`src/rtl/rom_prefetch_queue.sv`:
```
// rom_prefetch_queue
//   Instruction-byte prefetcher between the CPU decode stage and the program
//   ROM, which sits at the top of the 64KB space. After reset it reads the
//   RESET vector, then streams sequential ROM bytes into a small FIFO. Each
//   byte is tagged with its 16-bit address. The consumer pops the head with a
//   valid/ready handshake and redirects fetch with flush/flush_pc.
//
// Ports
//   clk, rst_n            clock, asynchronous active-low reset
//   rom_addr/cs/oe        ROM read port (oe always mirrors cs)
//   rom_data              combinational ROM read data, only sampled under cs
//   flush, flush_pc       drop the queue and restart fetch at flush_pc
//   out_valid/data/pc     queue head and its address
//   out_ready             consumer accepts the head this cycle
//   fetch_fault           sticky: fetch PC left the ROM window
module rom_prefetch_queue #(
  parameter int DEPTH      = 4,
  parameter int ADDR_WIDTH = 14,
  parameter int DATA_WIDTH = 8
) (
  input  logic                  clk,
  input  logic                  rst_n,
  output logic [ADDR_WIDTH-1:0] rom_addr,
  output logic                  rom_cs,
  output logic                  rom_oe,
  input  logic [DATA_WIDTH-1:0] rom_data,
  input  logic                  flush,
  input  logic [15:0]           flush_pc,
  output logic                  out_valid,
  output logic [DATA_WIDTH-1:0] out_data,
  output logic [15:0]           out_pc,
  input  logic                  out_ready,
  output logic                  fetch_fault
);

  localparam int PW = $clog2(DEPTH);
  localparam int CW = PW + 1;
  localparam logic [CW-1:0] DEPTH_C = CW'(DEPTH);
  localparam logic [15:0] VEC_LO_ADDR = 16'hFFFC;
  localparam logic [15:0] VEC_HI_ADDR = 16'hFFFD;

  typedef enum logic [1:0] {
    VEC_LO,
    VEC_HI,
    FETCH,
    HALT
  } state_e;

  state_e                state_q, state_d;
  logic [15:0]           fetch_pc_q, fetch_pc_d;
  logic [DATA_WIDTH-1:0] vec_lo_q, vec_lo_d;
  logic                  fault_q, fault_d;
  logic [CW-1:0]         count_q, count_d;
  logic [PW-1:0]         wr_ptr_q, wr_ptr_d;
  logic [PW-1:0]         rd_ptr_q, rd_ptr_d;

  logic [DATA_WIDTH-1:0] data_mem_q [DEPTH];
  logic [15:0]           pc_mem_q   [DEPTH];

  logic in_range;
  logic pop;
  logic push;

  // The ROM occupies the top 2^ADDR_WIDTH bytes, so every bit above the ROM
  // address field must be set.
  assign in_range = &fetch_pc_q[15:ADDR_WIDTH];

  assign out_valid   = (count_q != '0);
  assign pop         = out_valid & out_ready;
  assign out_data    = data_mem_q[rd_ptr_q];
  assign out_pc      = pc_mem_q[rd_ptr_q];
  assign fetch_fault = fault_q;
  assign rom_oe      = rom_cs;

  always_ff @(posedge clk or negedge rst_n) begin
    if (!rst_n) begin
      state_q    <= VEC_LO;
      fetch_pc_q <= VEC_LO_ADDR;
      vec_lo_q   <= '0;
      fault_q    <= 1'b0;
      count_q    <= '0;
      wr_ptr_q   <= '0;
      rd_ptr_q   <= '0;
    end else begin
      state_q    <= state_d;
      fetch_pc_q <= fetch_pc_d;
      vec_lo_q   <= vec_lo_d;
      fault_q    <= fault_d;
      count_q    <= count_d;
      wr_ptr_q   <= wr_ptr_d;
      rd_ptr_q   <= rd_ptr_d;
    end
  end

  // Storage needs no reset: entries are only visible once count covers them.
  always_ff @(posedge clk) begin
    if (push) begin
      data_mem_q[wr_ptr_q] <= rom_data;
      pc_mem_q[wr_ptr_q]   <= fetch_pc_q;
    end
  end

  // Fetch sequencer. rom_cs doubles as the push strobe in FETCH, so rom_data
  // is never captured while the ROM is deselected (and possibly floating).
  always_comb begin
    state_d    = state_q;
    fetch_pc_d = fetch_pc_q;
    vec_lo_d   = vec_lo_q;
    fault_d    = fault_q;
    rom_cs     = 1'b0;
    rom_addr   = fetch_pc_q[ADDR_WIDTH-1:0];
    push       = 1'b0;

    if (flush) begin
      state_d    = FETCH;
      fetch_pc_d = flush_pc;
      fault_d    = 1'b0;
    end else begin
      unique case (state_q)
        VEC_LO: begin
          rom_cs   = 1'b1;
          rom_addr = VEC_LO_ADDR[ADDR_WIDTH-1:0];
          vec_lo_d = rom_data;
          state_d  = VEC_HI;
        end
        VEC_HI: begin
          rom_cs     = 1'b1;
          rom_addr   = VEC_HI_ADDR[ADDR_WIDTH-1:0];
          fetch_pc_d = 16'({rom_data, vec_lo_q});
          state_d    = FETCH;
        end
        FETCH: begin
          if (!in_range) begin
            fault_d = 1'b1;
            state_d = HALT;
          end else if ((count_q < DEPTH_C) || pop) begin
            rom_cs     = 1'b1;
            push       = 1'b1;
            fetch_pc_d = fetch_pc_q + 16'd1;
          end
        end
        HALT: begin
          // Queue keeps draining; only flush restarts fetch.
        end
        default: begin
          state_d = HALT;
        end
      endcase
    end
  end

  // FIFO bookkeeping. Simultaneous push and pop keep count steady, which is
  // what lets a full queue stream one byte per cycle.
  always_comb begin
    count_d  = count_q;
    wr_ptr_d = wr_ptr_q;
    rd_ptr_d = rd_ptr_q;

    if (flush) begin
      count_d  = '0;
      wr_ptr_d = '0;
      rd_ptr_d = '0;
    end else begin
      if (push) begin
        wr_ptr_d = wr_ptr_q + PW'(1);
      end
      if (pop) begin
        rd_ptr_d = rd_ptr_q + PW'(1);
      end
      if (push && !pop) begin
        count_d = count_q + CW'(1);
      end else if (pop && !push) begin
        count_d = count_q - CW'(1);
      end
    end
  end

endmodule

```
`config.mk`:
```
export PLATFORM = sky130hd
export DESIGN_NAME = rom_prefetch_queue
export DESIGN_NICKNAME = d
export VERILOG_FILES = /design/src/rtl/rom_prefetch_queue.sv
export SDC_FILE = /design/constraint.sdc
export NUM_CORES = 1
export LEC_CHECK = 0
export CAP_MARGIN = 20
export CORE_ASPECT_RATIO = 0.9
export CORE_MARGIN = 2
export CORE_UTILIZATION = 49
export DETAILED_ROUTE_END_ITERATION = 8
export GPL_TIMING_DRIVEN = 0
export PLACE_DENSITY = 0.72
export SYNTH_ARGS = -nofsm -noshare
export SYNTH_HDL_FRONTEND = slang
export SYNTH_SLANG_ARGS = --single-unit
```
`constraint.sdc`:
```
create_clock -name clk -period 2.6 [get_ports clk]
set_input_delay 0.26 -clock clk [delete_from_list [all_inputs] [get_ports clk]]
set_output_delay 0.26 -clock clk [all_outputs]
set_load 0.005 [all_outputs]
```
* Word level (Yosys, flattened, before mapping)
Memory sizes are Yosys's and may differ from the RTL's.
Index checks and enable logic that the tools add are counted.
** Storage, ports and cells
- Bits of input ports :: 28
- Memories :: 2
- Bits in registers :: 34
- Latch bits :: 0
- Logic and storage cells :: 69
- Memory bits (read-only) :: 0
- RAM bits :: 96
** Operators by class
- $add $sub $neg :: 5
- Shifts and indexed selects :: 0
- Muxes and demuxes :: 27
- Div/mod/pow operators :: 0
- Equality and inequality tests :: 6
- Bitwise operators :: 2
- $mul :: 0
- Reduce and logical (&&, ||, !) cells :: 19
- $lt $le $gt $ge :: 1
** Memories
- pc_mem_q :: depth 4, bits a word 16, read ports 1, clocked after Yosys merged registers in 0, wr ports 1, line 58 : logic [15:0] pc_mem_q [DEPTH];
- data_mem_q :: depth 4, bits a word 8, read ports 1, clocked after Yosys merged registers in 0, wr ports 1, line 57 : logic [DATA_WIDTH-1:0] data_mem_q [DEPTH];
** Operators by type and width (number)
- $mux W16 :: 3
- $pmux W16 S2 :: 1
- $pmux W14 S2 :: 1
- $add A16 B1 Y16 const B :: 1
- $mux W14 :: 1
- $mux W2 :: 6
- $mux W1 :: 10
- $mux W3 :: 3
- $ne A3 B3 Y1 const B :: 3
- $reduce_bool A3 Y1 :: 3
- $reduce_and A2 Y1 :: 4
- $pmux W2 S3 :: 1
- $reduce_bool A2 Y1 :: 3
- $add A2 B1 Y2 const B :: 2
- $reduce_bool A4 Y1 :: 1
- $add A3 B1 Y3 const B :: 1
- $lt A3 B3 Y1 const B :: 1
- $reduce_and A3 Y1 :: 1
- $sub A3 B1 Y3 const B :: 1
- $eq A2 B1 Y1 const B :: 1
- $eq A2 B2 Y1 const B :: 1
- $logic_and A1 B1 Y1 :: 2
- $logic_not A1 Y1 :: 2
- $logic_not A2 Y1 :: 1
- 6 further kinds :: 6

* Longest topological paths before layout
Gate-level depths: netlist of run 1.
- Depth in word-level cells :: 12
- Mapped depth :: 9
- Depth with buffers taken out :: 9

* Worst setup path after synthesis of run 1
OpenSTA, ideal clock, no wires.
- Path kind :: flip-flop to flip-flop
- Start :: register state_q[0]
- End :: memory data_mem_q[0][0] (enable)
- Period minus slack after synthesis :: 2295 ps
- Path buffers :: 0
- Cell stages (with the launch flop) :: 7
- Path slack :: 305 ps
- Data arrival time :: 1912 ps
- Path through :: dfrtp_1 > inv_1 > ha_1 > and2b_2 > nand3_1 > nor2_1 > and2_1
** Between the ends
- Word-level cells in the longest chain between the ends :: 5
** Ends and longest elaborated chain
- start: declaration :: line 49 : state_e state_q, state_d;
- start signal: assignment :: line 85 : state_q <= state_d;
- $eq A2 B2 Y1 :: line 119 : unique case (state_q)
- $mux W1 :: line 119
- $mux W1 :: line 114 : if (flush) begin
- $mux W1 :: line 97 : if (push) begin
- $mux W1 (implied by the code) :: line 98 : data_mem_q[wr_ptr_q] <= rom_data;
- end: declaration :: line 57
Every way passes these cells.

* Worst setup path after layout of run 1
- Start :: register state_q[0]
- End :: output port rom_oe
** Between the ends
- Word-level cells in the longest chain between the ends :: 4
- Elaborated cells on any way between the ends :: 6
- Classes of those cells :: eq/ne: 2; mux: 2; reduce/logical: 2
** Ends and longest elaborated chain
- $eq A2 B1 Y1 or $logic_not A2 Y1 (tied branches) :: line 119
- $reduce_or A2 Y1 (no line)
- $pmux W1 S2 * :: line 119
- $mux W1 * :: line 114
- end: declaration :: line 25 : output logic rom_oe,
Mark *: on every way between the ends. The rest lies on a longest branch, timed or not.

==> metrics, run 1 <==
largest net degree at the start of global routing 35; clk slew on worst S/H paths 0.05 ns; Post-synth EDFFs 96; CTS Sinks 130; gpl congestion 0.878; DP HPWL 9040 um; FF-to-FF Start state_q[0]$_DFFE_PN0P_; Synth warnings 0; Sw Ratio 29.7%; Root Driver clkbuf_16; synthesized flop and latch total 130; Async S/R FF share, synth 26.2%; total CTS buffers 17; Hold EP state_q[1]$_DFFE_PN0P_; instance count of the mapped netlist 372; TritonCTS clock tree yes; kind of critical path register to primary output; Sw Pwr 2440 uW; sequential power share 38.6%; Most used DFF post-synth edfxtp_1; Cell Pwr Density 1100 nW/um^2; Cell variety after synth 55; core area 11,400 um^2; Die H 106 um; Hold WS 0.206 ns; RSZ-0062 raised after global routing true; Req. time, crit path 2.34 ns; Crit Path Max Fanout 5; IO Count 70; routed length per instance 21.1 um; vias after detailed routing 3,757; Starting Density 50.1%; Tot Pwr 8220 uW; logic gate share of total power 30.9%; startpoint types register; vias in the first global route 3,656; Layout Nets 509; r2r setup slk 0.12 ns; row count 37; outcome finished clean; Die Wd 118 um; clock share of power 30.4%; gr usage total 22.6%; Max Freq 387 MHz; Buffers on Ports 68; period utilisation layout 99.4%; # setup viols final 0; final-report hold violation count 0; internal power 5780 uW; Hold Crit Class primary input to register; peak supply drop 0.590 mV; Seq/Total Area, Yosys 65.8%; max_cap viols 0; drt pass-1 iters 5; Post-synth top cells edfxtp_1, mux4_2, dfrtp_1, nand2_1, o21ai_0; post-route DRC violation count 0; H-tree Lvls 4; Clock Skew 0.0113 ns; drt initial violations 362; Tmin final 2.58 ns; Ant. Diodes 0; most frequent cell after synthesis edfxtp_1; worst-margin pin slew 0.836 ns; Area growth, synth to finish 30.6%; die footprint 12,500 um^2; main area contributors after synthesis edfxtp_1, mux4_2, dfrtp_1, dfstp_2, ha_1; Mapped Area 5700 um^2; area share of the largest cell type after synthesis 50.6%; Reg2Reg Depth 7; Net Count, Synth 410; later-pin clock latency in the skew report 0.43 ns; first-pass GRT wire length 20,700 um; syn avg cell area 15.3 um^2; antenna-violating nets left 0; r2r endpoint pc_mem_q[3][2]$_DFFE_PP_; fraction of final layout cells with drive strength greater than 1 24.8%; antenna violations before repair 0; Slew headroom 44.3%; vias per cell 5.87; beginning of the worst hold path flush; Arr. time, crit path 2.32 ns; post-synth top area cell edfxtp_1; hold path depth 3; clk buf depth 2; Max Slew Vio Count 0; leakage 0.00264 uW; crit path capture type primary output; final wirelength 13,500 um; remaining global-route overflow 0
## cell usage in the layout, fill, tap and decap left out, types with 3 or more instances in the layout
cell type and instances:
a22oi_1 4, nor2_1 18, clkinv_4 4, buf_4 9, nor3_1 10, a22o_1 3, buf_2 6, clkdlybuf4s50_1 67
buf_16 4, o22ai_1 3, a31oi_1 3, a21oi_1 10, clkbuf_16 18, buf_6 3, bufinv_16 4, a211o_1 3
o211ai_1 5, ha_1 6, o2bb2ai_1 3, dfrtp_1 19, nand2_1 19, inv_1 10, clkbuf_1 6, dfstp_2 14
o21ai_0 18, a222oi_1 3, nand3_1 9, edfxtp_1 96, nand4_1 3, mux2_2 10, and2_1 4, nor4_1 3
mux4_2 24, and3_1 4, nand2b_1 13
## metal layers
metal  global-route usage, %  routed length [um]  up-vias
li1                        -                   -     1656
met1                    30.7                5880     1920
met2                    34.2                6370      153
met3                    5.63                 908       28
met4                    11.2                 371        0
met5                       0                   0        -
## power groups by stage
stage	clock network, uW	logic [uW]	registers (uW)
finish	2500	2540	3170
global route	2620	2730	3230
CTS	2520	2460	3170
detailed placement	0	2370	3210
global placement	0	2310	3180
floorplan	0	1370	3040
## cell families (layout without fill, tap and decap cells)
family	Yosys count	in the layout	synth area share [%]
multiplexers	36	36	11.8
buffers and inverters	29	141	2.37
flip-flops	130	130	65.8
XOR/XNOR	2	2	0.307
AO/OA/AOI/OAI	71	71	8.80
AND/OR/NAND/NOR	94	94	8.58
adder cells (fa/ha/maj)	10	10	2.33
## worst max-delay path, stage by stage, from the launching register on
cell             delay [ns]
dfrtp_1                0.41
inv_2                  0.10
ha_4                   0.17
nand2b_4               0.06
or3_4                  0.40
a21oi_4                0.17
buf_4                  0.11
clkdlybuf4s50_1        0.49
## state kept, by name, indices dropped and copies added (netlist names)
signal / cells
fetch_pc_q: 16
vec_lo_q: 8
state_q: 2
rd_ptr_q: 2
count_q: 3
pc_mem_q: 64
data_mem_q: 32
fetch_fault: 1
wr_ptr_q: 2
## final cells by class
| class | count | area, um^2 |
|---|---|---|
| timing repair buffer | 80 | 848 |
| tap | 156 | 195 |
| inverter | 12 | 45.0 |
| clock buffer | 19 | 433 |
| clock inverter | 13 | 184 |
| sequential | 130 | 3750 |
| multi-input combinational | 213 | 1860 |
| buffer | 17 | 129 |
| fill | 849 | 3940 |
## through the flow
step	util, %	setup WS, ns	instance area, um^2	std cells	TNS, ns
after floorplan	-	0.305	5700	372	0
after global placement	57.7	-0.403	6580	596	-37.94
after detailed placement	58.7	-0.272	6680	600	-4.07
after CTS	64.8	-0.0391	7380	634	-0.285
after global routing	65.4	-0.0355	7450	640	-0.0405
final	65.4	0.0153	7450	640	0
## worst max path at each step
stage                       startpoint                    endpoint  slack, ns  cells after the start
3_3_place_gp    state_q[0]$_DFFE_PN0P_  data_mem_q[0][4]$_DFFE_PP_      -0.40                      6
5_1_grt         state_q[0]$_DFFE_PN0P_                      rom_oe      -0.04                      7
3_5_place_dp    state_q[1]$_DFFE_PN0P_                      rom_oe      -0.27                      7
2_1_floorplan   state_q[0]$_DFFE_PN0P_  data_mem_q[0][0]$_DFFE_PP_       0.30                      6
6_report        state_q[0]$_DFFE_PN0P_                      rom_oe       0.02                      7
4_1_cts        rd_ptr_q[0]$_DFFE_PN0P_                  out_pc[13]      -0.04                      4
## repair_timing
item	4_1_cts	5_1_grt
pin swaps	2	3
hold buffers	1	0
buffers inserted	1	6
resized for setup	16	8
hold endpoints to repair	20	0
setup endpoints to repair	98	51
(Power assumes the default switching activity.)
==> run 2: changes to the inputs <==
ABC_CLOCK_PERIOD_IN_PS = 2600   (was not set)
==> results of run 2 <==
The final DEF is identical to that of run 1; final timing and power are the same.
==> run 3: changes to the inputs <==
SLEW_MARGIN = 5   (was not set)
==> metrics, run 3 (same netlist as run 1, synthesis figures left out) <==
outcome finished clean; Layout Nets 500; # setup viols final 0; clk buf depth 2; Max Slew Vio Count 0; Ant. Diodes 0; internal power 5620 uW; antenna violations before repair 0; remaining global-route overflow 0; startpoint types register; max_cap viols 0; peak supply drop 0.547 mV; most flop-heavy register pc_mem_q; CP Buf/Inv Count 2; vias in the first global route 3,733; gr usage total 22.2%; Place WS -0.282 ns; period utilisation layout 97.6%; clock share of power 30.5%; Die H 106 um; Slew headroom 45.3%; later-pin clock latency in the skew report 0.42 ns; largest net degree at the start of global routing 35; leading registers by flop count pc_mem_q (64), data_mem_q (32), fetch_pc_q (16); Sw Pwr 2450 uW; vias after detailed routing 3,713; Crit Path Max Fanout 6; die footprint 12,500 um^2; CP Cell Sequence inv_2 > ha_4 > nand2b_4 > or3_4 > a21oi_4 > clkdlybuf4s50_1; Clock Skew 0.00627 ns; DP HPWL 8740 um; Tmin final 2.54 ns; Die Wd 118 um; Buffers on Ports 68; drt initial violations 327; Root Driver clkbuf_16; row count 37; vias per cell 5.88; Req. time, crit path 2.34 ns; TritonCTS clock tree yes; Arr. time, crit path 2.28 ns; IO Count 70; routed length per instance 21.0 um; Tot Pwr 8070 uW; Max Freq 394 MHz; sequential power share 39.5%; Worst Setup Slack, final 0.0636 ns; Crit path largest cell delay 0.52 ns; clk slew on worst S/H paths 0.05 ns; Sw Ratio 30.3%; kind of critical path register to primary output; Design Area, Final 7290 um^2; final wirelength 13,200 um; antenna-violating nets left 0; number of flip-flops in the largest register 64; Cell Pwr Density 1110 nW/um^2; Critical Path Slowest Stage Cell clkdlybuf4s50_1; CP top delay family buffers and inverters; total CTS buffers 17; gpl congestion 0.878; crit path capture type primary output; Hold Crit Class primary input to register; Area growth, synth to finish 27.9%; Starting Density 50.1%; fraction of final layout cells with drive strength greater than 1 24.0%; logic gate share of total power 30.0%; final-report hold violation count 0; drt pass-1 iters 5; worst-margin pin slew 0.820 ns; core area 11,400 um^2; leakage 0.00256 uW; CTS Sinks 130; setup bufs post-CTS 0; first-pass GRT wire length 20,600 um; H-tree Lvls 4; post-route DRC violation count 0; commonest cells after routing, fill and taps aside edfxtp_1, clkdlybuf4s50_1, mux4_2; Placed Area 6600 um^2; commonest non-fill, non-tap cell in the layout edfxtp_1
-- run 3: metrics by stage --
step                hold slack, ns  std cells  utilization [%]  setup TNS [ns]
floorplan                  -0.0356        372                -               0
global placement             0.494        596             57.7          -37.94
detailed placement           0.398        598             58.0           -2.51
CTS                          0.206        631             63.8               0
global route                 0.235        631             64.0       -0.000481
finish                       0.206        631             64.0               0
-- run 3: path summary, 6_finish.rpt --
check                                         from                       end  slack (ns)  cells past startpoint
hold reg to reg            vec_lo_q[2]$_DFFE_PN0P_   vec_lo_q[2]$_DFFE_PN0P_        0.51                      1
max in group asynchronous                    rst_n    state_q[1]$_DFFE_PN0P_        1.56                      2
min in group asynchronous                    rst_n    count_q[0]$_DFFE_PN0P_        0.46                      2
hold / removal                               flush    state_q[1]$_DFFE_PN0P_        0.21                      3
setup / recovery            state_q[0]$_DFFE_PN0P_                    rom_cs        0.06                      6
setup reg to reg            state_q[0]$_DFFE_PN0P_  pc_mem_q[0][1]$_DFFE_PP_        0.13                      6
-- run 3: cell type report --
class / count / area, um^2
Tap cell: 156 / 195
Clock inverter: 14 / 178
Inverter: 12 / 45.0
Fill cell: 858 / 4100
Clock buffer: 18 / 429
Multi-Input combinational cell: 213 / 1860
Buffer: 17 / 121
Timing Repair Buffer: 71 / 713
Sequential cell: 130 / 3750
-- run 3: timing repair --
item | CTS | global route
hold buffers | 1 | 0
endpoints found under the hold margin | 20 | 0
pin swaps | 2 | 0
gates resized for setup | 15 | 9
setup endpoints to repair | 89 | 51
-- run 3: per-layer routing --
metal	part of all wire [%]	up-vias	track usage, %
li1	-	1651	-
met1	43	1880	29.7
met2	48	153	35.0
met3	6.3	29	5.42
met4	3.0	0	9.98
met5	0	-	0
-- run 3: power by group through the flow --
stage / clock network (uW) / logic [uW] / registers [uW]
CTS: 2480 / 2420 / 3170
global placement: 0 / 2310 / 3180
finish: 2460 / 2430 / 3190
detailed placement: 0 / 2350 / 3200
global route: 2580 / 2620 / 3240
floorplan: 0 / 1370 / 3040
-- run 3: worst min-delay path, stage by stage --
cell      delay, ns
buf_6          0.11
inv_2          0.10
o211ai_1       0.11
